===== src/rtl/melody_sequencer_if.sv =====
// ---------------------------------------------------------------------------
// melody_sequencer_if
// Groups the song-memory write port, the play controls and the player status
// of melody_sequencer.
//   wr_en / wr_addr / wr_data : song memory write strobe, address, {note,dur}
//   start / stop              : play request, abort request
//   note                      : 5-bit note code to the speaker stage
//   busy / done / pos         : not-idle flag, end-of-song pulse, entry index
// master drives the controls and the write port; slave is the sequencer.
// ---------------------------------------------------------------------------
interface melody_sequencer_if;
   logic       wr_en;
   logic [4:0] wr_addr;
   logic [8:0] wr_data;
   logic       start;
   logic       stop;
   logic [4:0] note;
   logic       busy;
   logic       done;
   logic [4:0] pos;

   modport master (
      output wr_en, wr_addr, wr_data, start, stop,
      input  note, busy, done, pos
   );

   modport slave (
      input  wr_en, wr_addr, wr_data, start, stop,
      output note, busy, done, pos
   );
endinterface


===== src/rtl/melody_sequencer.sv =====
// ---------------------------------------------------------------------------
// melody_sequencer
// Steps through a 32 x 9-bit song memory ({note[8:4], dur[3:0]}) and drives
// the note code of the square-wave speaker stage. dur = 0 ends the song.
// Each entry takes FETCH, LOAD, then dur*UNIT_CYCLES PLAY cycles, the last
// GAP_CYCLES of which are silent.
// Ports:
//   clk    : system clock, rising edge
//   reset  : synchronous, active-high
//   bus_io : melody_sequencer_if.slave (write port, start/stop, note, busy,
//            done, pos)
// Build option: define MELODY_LOOP_EN to repeat the song until stop; an end
// marker at address 0 still returns to idle so an empty song cannot spin.
// ---------------------------------------------------------------------------
module melody_sequencer #(
   parameter int unsigned CLK_HZ     = 100_000_000,
   parameter int unsigned UNIT_HZ    = 16,
   parameter int unsigned GAP_CYCLES = 1_000_000
) (
   input logic               clk,
   input logic               reset,
   melody_sequencer_if.slave bus_io
);

   localparam int unsigned UNIT_CYCLES = CLK_HZ / UNIT_HZ;
   localparam int unsigned CW          = $clog2(15 * UNIT_CYCLES);
   localparam logic [CW-1:0] UNIT_C    = CW'(UNIT_CYCLES);
   localparam logic [CW-1:0] GAP_C     = CW'(GAP_CYCLES);
   localparam logic [CW-1:0] ONE_C     = CW'(1'b1);
   localparam logic [CW-1:0] ZERO_C    = CW'(1'b0);

   localparam logic [1:0] S_IDLE  = 2'd0;
   localparam logic [1:0] S_FETCH = 2'd1;
   localparam logic [1:0] S_LOAD  = 2'd2;
   localparam logic [1:0] S_PLAY  = 2'd3;

   logic [8:0]    mem_q [0:31];
   logic [8:0]    rd_q;

   logic [1:0]    state_q, state_d;
   logic [4:0]    pos_q, pos_d;
   logic          wrap_q, wrap_d;
   logic [CW-1:0] cnt_q, cnt_d;
   logic [4:0]    code_q, code_d;
   logic [4:0]    note_q, note_d;
   logic          done_q, done_d;
   logic          busy_q;

   logic [CW-1:0] dur_s;
   logic [CW-1:0] load_s;
   logic          end_s;

   // Song memory: write port plus one-cycle-latency read of the entry at pos
   always_ff @(posedge clk) begin
      if (bus_io.wr_en) begin
         mem_q[bus_io.wr_addr] <= bus_io.wr_data;
      end
      rd_q <= mem_q[pos_q];
   end

   assign dur_s  = CW'(rd_q[3:0]);
   assign load_s = (dur_s * UNIT_C) - ONE_C;
   // A wrapped pos means all 32 entries have played, whatever entry 0 holds.
   assign end_s  = (rd_q[3:0] == 4'd0) || wrap_q;

`ifdef MELODY_LOOP_EN
   logic empty_s;
   assign empty_s = (pos_q == 5'd0) && !wrap_q;
`endif

   // Next-state logic of the player; stop overrides everything, start included
   always_comb begin
      state_d = state_q;
      pos_d   = pos_q;
      wrap_d  = wrap_q;
      cnt_d   = cnt_q;
      code_d  = code_q;
      note_d  = 5'd0;
      done_d  = 1'b0;
      if (bus_io.stop) begin
         state_d = S_IDLE;
         pos_d   = 5'd0;
         wrap_d  = 1'b0;
         cnt_d   = ZERO_C;
      end else begin
         case (state_q)
            S_IDLE: begin
               if (bus_io.start) begin
                  state_d = S_FETCH;
                  pos_d   = 5'd0;
                  wrap_d  = 1'b0;
               end else begin
                  state_d = S_IDLE;
               end
            end
            S_FETCH: begin
               state_d = S_LOAD;
            end
            S_LOAD: begin
               if (end_s) begin
                  done_d = 1'b1;
                  wrap_d = 1'b0;
`ifdef MELODY_LOOP_EN
                  if (empty_s) begin
                     state_d = S_IDLE;
                  end else begin
                     state_d = S_FETCH;
                     pos_d   = 5'd0;
                  end
`else
                  state_d = S_IDLE;
`endif
               end else begin
                  // GAP_CYCLES < UNIT_CYCLES, so the first PLAY cycle always sounds
                  cnt_d   = load_s;
                  code_d  = rd_q[8:4];
                  note_d  = rd_q[8:4];
                  state_d = S_PLAY;
               end
            end
            S_PLAY: begin
               if (cnt_q == ZERO_C) begin
                  pos_d   = pos_q + 5'd1;
                  wrap_d  = (pos_q == 5'd31);
                  state_d = S_FETCH;
               end else begin
                  cnt_d = cnt_q - ONE_C;
                  // note_q shows the value for the next count, cnt_q - 1
                  if (cnt_q > GAP_C) begin
                     note_d = code_q;
                  end else begin
                     note_d = 5'd0;
                  end
               end
            end
            default: begin
               state_d = S_IDLE;
               pos_d   = 5'd0;
               wrap_d  = 1'b0;
            end
         endcase
      end
   end

   // State and registered outputs
   always_ff @(posedge clk) begin
      if (reset) begin
         state_q <= S_IDLE;
         pos_q   <= 5'd0;
         wrap_q  <= 1'b0;
         cnt_q   <= ZERO_C;
         code_q  <= 5'd0;
         note_q  <= 5'd0;
         done_q  <= 1'b0;
         busy_q  <= 1'b0;
      end else begin
         state_q <= state_d;
         pos_q   <= pos_d;
         wrap_q  <= wrap_d;
         cnt_q   <= cnt_d;
         code_q  <= code_d;
         note_q  <= note_d;
         done_q  <= done_d;
         busy_q  <= (state_d != S_IDLE);
      end
   end

   assign bus_io.note = note_q;
   assign bus_io.busy = busy_q;
   assign bus_io.done = done_q;
   assign bus_io.pos  = pos_q;

endmodule

===== src/flat_wrapper.sv =====
// flat-port wrapper written by rule: the top's interface ports become plain ports
module melody_sequencer_flat 
#(
   parameter int unsigned CLK_HZ     = 100_000_000,
   parameter int unsigned UNIT_HZ    = 16,
   parameter int unsigned GAP_CYCLES = 1_000_000
)
  (clk, reset, bus_io_wr_en, bus_io_wr_addr, bus_io_wr_data, bus_io_start, bus_io_stop, bus_io_note, bus_io_busy, bus_io_done, bus_io_pos);
  melody_sequencer_if bus_io_i ();
  input logic clk;
  input logic reset;
  input wire logic [$bits(bus_io_i.wr_en)-1:0] bus_io_wr_en;
  input wire logic [$bits(bus_io_i.wr_addr)-1:0] bus_io_wr_addr;
  input wire logic [$bits(bus_io_i.wr_data)-1:0] bus_io_wr_data;
  input wire logic [$bits(bus_io_i.start)-1:0] bus_io_start;
  input wire logic [$bits(bus_io_i.stop)-1:0] bus_io_stop;
  output wire logic [$bits(bus_io_i.note)-1:0] bus_io_note;
  output wire logic [$bits(bus_io_i.busy)-1:0] bus_io_busy;
  output wire logic [$bits(bus_io_i.done)-1:0] bus_io_done;
  output wire logic [$bits(bus_io_i.pos)-1:0] bus_io_pos;
  assign bus_io_i.wr_en = bus_io_wr_en;
  assign bus_io_i.wr_addr = bus_io_wr_addr;
  assign bus_io_i.wr_data = bus_io_wr_data;
  assign bus_io_i.start = bus_io_start;
  assign bus_io_i.stop = bus_io_stop;
  assign bus_io_note = bus_io_i.note;
  assign bus_io_busy = bus_io_i.busy;
  assign bus_io_done = bus_io_i.done;
  assign bus_io_pos = bus_io_i.pos;
  melody_sequencer #(.CLK_HZ(CLK_HZ), .UNIT_HZ(UNIT_HZ), .GAP_CYCLES(GAP_CYCLES)) u_core (.clk(clk), .reset(reset), .bus_io(bus_io_i));
endmodule

===== config.mk =====
export PLATFORM = sky130hd
export DESIGN_NAME = melody_sequencer_flat
export DESIGN_NICKNAME = d
export VERILOG_FILES = /design/src/rtl/melody_sequencer_if.sv /design/src/rtl/melody_sequencer.sv /design/src/flat_wrapper.sv
export SDC_FILE = /design/constraint.sdc
export NUM_CORES = 1
export LEC_CHECK = 0
export CAP_MARGIN = 20
export CORE_MARGIN = 5
export CORE_UTILIZATION = 30
export CTS_CLUSTER_DIAMETER = 150
export DETAILED_ROUTE_END_ITERATION = 8
export GPL_ROUTABILITY_DRIVEN = 0
export SLEW_MARGIN = 20
export SYNTH_ARGS = -nofsm -noshare
export SYNTH_HDL_FRONTEND = slang
export SYNTH_SLANG_ARGS = --single-unit

===== constraint.sdc =====
create_clock -name clk -period 5.63 [get_ports clk]
set_input_delay 0.563 -clock clk [delete_from_list [all_inputs] [get_ports clk]]
set_output_delay 0.563 -clock clk [all_outputs]
set_load 0.05 [all_outputs]

==> results_dict.tcl <==
set metrics [dict create \
    status "complete, no violations" \
    synth.area.mux_share_pct 14.1 \
    yosys.area.top_type "edfxtp_1" \
    slew_violations 0 \
    yosysSeqAreaShare_pct 63.8 \
    via_count 8758 \
    required_ns 6.08 \
    cts_buffers 35 \
    synthSimpleGateAreaFrac_pct 8.15 \
    port_buffers 30 \
    clockBufferDepth 3 \
    initial_core_util_pct 30.5 \
    syn_inst 993 \
    synth_top_family_by_area "multiplexers" \
    power_density_nw_per_um2 305 \
    antenna_found_initial 0 \
    power.leakage_uw 0.00541 \
    end_kind "flop" \
    multi_input_area_um2 5260 \
    drc_errors 0 \
    synth_fa_ha_area_share_pct 3.50 \
    critPathLaunchType "flop" \
    crit_type "flop to flop" \
    synth.distinct_cells 78 \
    ys.flop_type "edfxtp_1" \
    drive_gt1_share_pct 17.9 \
    cts_setup_buffers 0 \
    critPathTopFamily "adder cells" \
    die_w_um 236 \
    syn_area_um2 15300 \
    grt_overflow 0 \
    holdWs_ns 0.464 \
    tightest_slew_ns 1.02 \
    drv_cap 0 \
    hold_violations 0 \
    clock-sinks 344 \
    layout_commonest_cell "edfxtp_1" \
    num_rows 82 \
    vias_per_cell 5.10 \
    synth_xor_area_share_pct 1.37 \
    die_area_um2 55600 \
    ctsResizeCount 0 \
    synth-async-reset-ratio_pct 0 \
    areaGrowthSynthToFinish_pct 13.5 \
    setup_viol 0 \
    synthTopCellsByArea "edfxtp_1, mux4_2, dfxtp_1, ha_1, nor2_1" \
    worstHoldPathType "flop to flop" \
    synth_edf_count 288 \
    grt_max_degree 49 \
    ys_ff_latch 344 \
    dp_cells 1658 \
    cp_cell_sequence "fa_1, fa_1, inv_1, fa_1, nor2b_1, o211ai_1, a31oi_1, a31oi_1, a22oi_1, nand4b_2, mux2i_1, a31o_2, a31oi_1" \
    r2r_setup_slack_ns 1.25 \
    syn_area_per_cell_um2 15.4 \
    final.period_utilization_pct 77.7 \
    grt_pass1_vias 8579 \
    fmax_ghz 0.229 \
    tritoncts "yes" \
    clock_skew_ns 0.0176 \
    ant_nets 0 \
    slowest_delay_ns 0.59 \
    fin_util_pct 34.6 \
    arrival_ns 4.82 \
    cpMaxStageDelayCell "fa_1" \
    yosysWarningCount 0 \
    totalWireLength_um 34600 \
    path_buf_inv 1 \
    maxSlewHeadroom_pct 31.9 \
    seq_area_um2 9780 \
    die_h_um 236 \
    root_buffer "clkbuf_16" \
    synth_top_area_share_pct 56.5 \
    fill_cells 4814 \
    first_pass_iters 5 \
    core_area_um2 50300 \
    synth_nets 1050 \
    worstSkewPairLatency_ns 0.53 \
    path_max_fanout 8 \
    antenna_cells 0 \
    fin_tns_setup_ns 0 \
    final_cells 1717 \
    final_cell_mix "edfxtp_1, mux4_2, nor2_1, nand2_1, dfxtp_1" \
    period_needed_ns 4.38 \
    cts_hold_buf 0 \
    cts_max_level 2 \
    synth-compound-area-share_pct 7.22 \
    final_nets 1080 \
    io-pin-count 31 \
    rsz0062_at_grt "no" \
    routedWlPerCell_um 20.2 \
    grt_pass1_wl_um 53300 \
    drtIter0Drc 837 \
    cts.reportedPaths.clkPinSlew_ns 0.06 \
    track_usage_pct 12.1 \
    hpwl_um 22100 \
    ir_worst_vdd_v 0.000171 \
]
## routing by layer
layer	track usage, %	up-vias	routed length (um)
met2	17.7	294	15300
met1	18.4	4436	16300
met5	0	-	0
met4	2.73	0	652
met3	2.83	53	2370
li1	-	3975	-
## layout make-up
class	count	area share, %
sequential	344	56.3
clock inverter	19	1.22
clock buffer	40	5.15
multi-input combinational	585	30.3
inverter	21	0.454
tap	672	4.84
timing repair buffer	36	1.83
## power by group
group	internal (uW)	total (uW)	switching, uW
logic	67.5	218	151
clock network	1330	2290	960
registers	2780	2790	9.24
## worst reg2reg max path, stage by stage, from the launching register on
cell and delay (ns):
dfxtp_1 0.54, fa_1 0.58, fa_1 0.59, inv_1 0.07, fa_1 0.47, nor2b_1 0.18
o211ai_1 0.14, a31oi_1 0.26, a31oi_1 0.14, a22oi_1 0.48, nand4b_2 0.26, mux2i_1 0.19
a31o_2 0.25, a31oi_1 0.15
## flip-flops by register name, indices dropped and copies added (netlist names)
register / count
u_core.bus_io.pos: 5
u_core.rd_q: 9
u_core.bus_io.busy: 1
u_core.cnt_q: 27
u_core.code_q: 5
u_core.bus_io.done: 1
u_core.state_q: 2
u_core.wrap_q: 1
u_core.bus_io.note: 5
u_core.mem_q: 288
## synthesized netlist by cell type (6+ instances only)
master      n
and3_1      6
buf_1       8
o21ai_0    31
mux4_2     90
a211oi_1   10
nand2b_1   10
nand3b_1    7
clkbuf_1   21
a21oi_1    47
fa_1        8
o21ai_1    16
or3_1       8
xnor2_1    13
nand3_1    16
ha_1       30
mux2_2     10
edfxtp_1  288
nand2_1    58
inv_1      20
a22oi_1     9
dfxtp_1    56
buf_2       8
nor3_1     16
and2_1      9
nor4_1      8
xor2_1     11
nor2_1     85
o211ai_1    7
## per-stage QoR
step | power, uW | setup WS (ns) | instance area, um^2
after floorplan | 2970 | 1.62 | 15300
after global placement | 3060 | 1.33 | 16300
after detailed placement | 3070 | 1.28 | 16300
after CTS | 5350 | 1.26 | 17400
after global routing | 5470 | 0.862 | 17400
final | 5300 | 1.25 | 17400
## cells by family (layout without fill, tap and decap cells)
group                      count (synthesis)  after routing
adders and majority gates                 38             38
xor gates and xnor gates                  24             24
AOI/OAI and AO/OA                        170            170
muxes                                    102            102
and+or+nand+nor                          251            251
DFF                                      344            344
buffers and inverters                     64            116
## final timing paths
check / startpoint / end / cells after the start
worst max-delay path: u_core.rd_q[2] / u_core.cnt_q[25] / 13
worst min-delay path: u_core.rd_q[6] / u_core.code_q[2] / 2
worst max register to register: u_core.rd_q[2] / u_core.cnt_q[25] / 13
worst min register to register: u_core.rd_q[6] / u_core.code_q[2] / 2
Power figures use the tool's default switching activity.
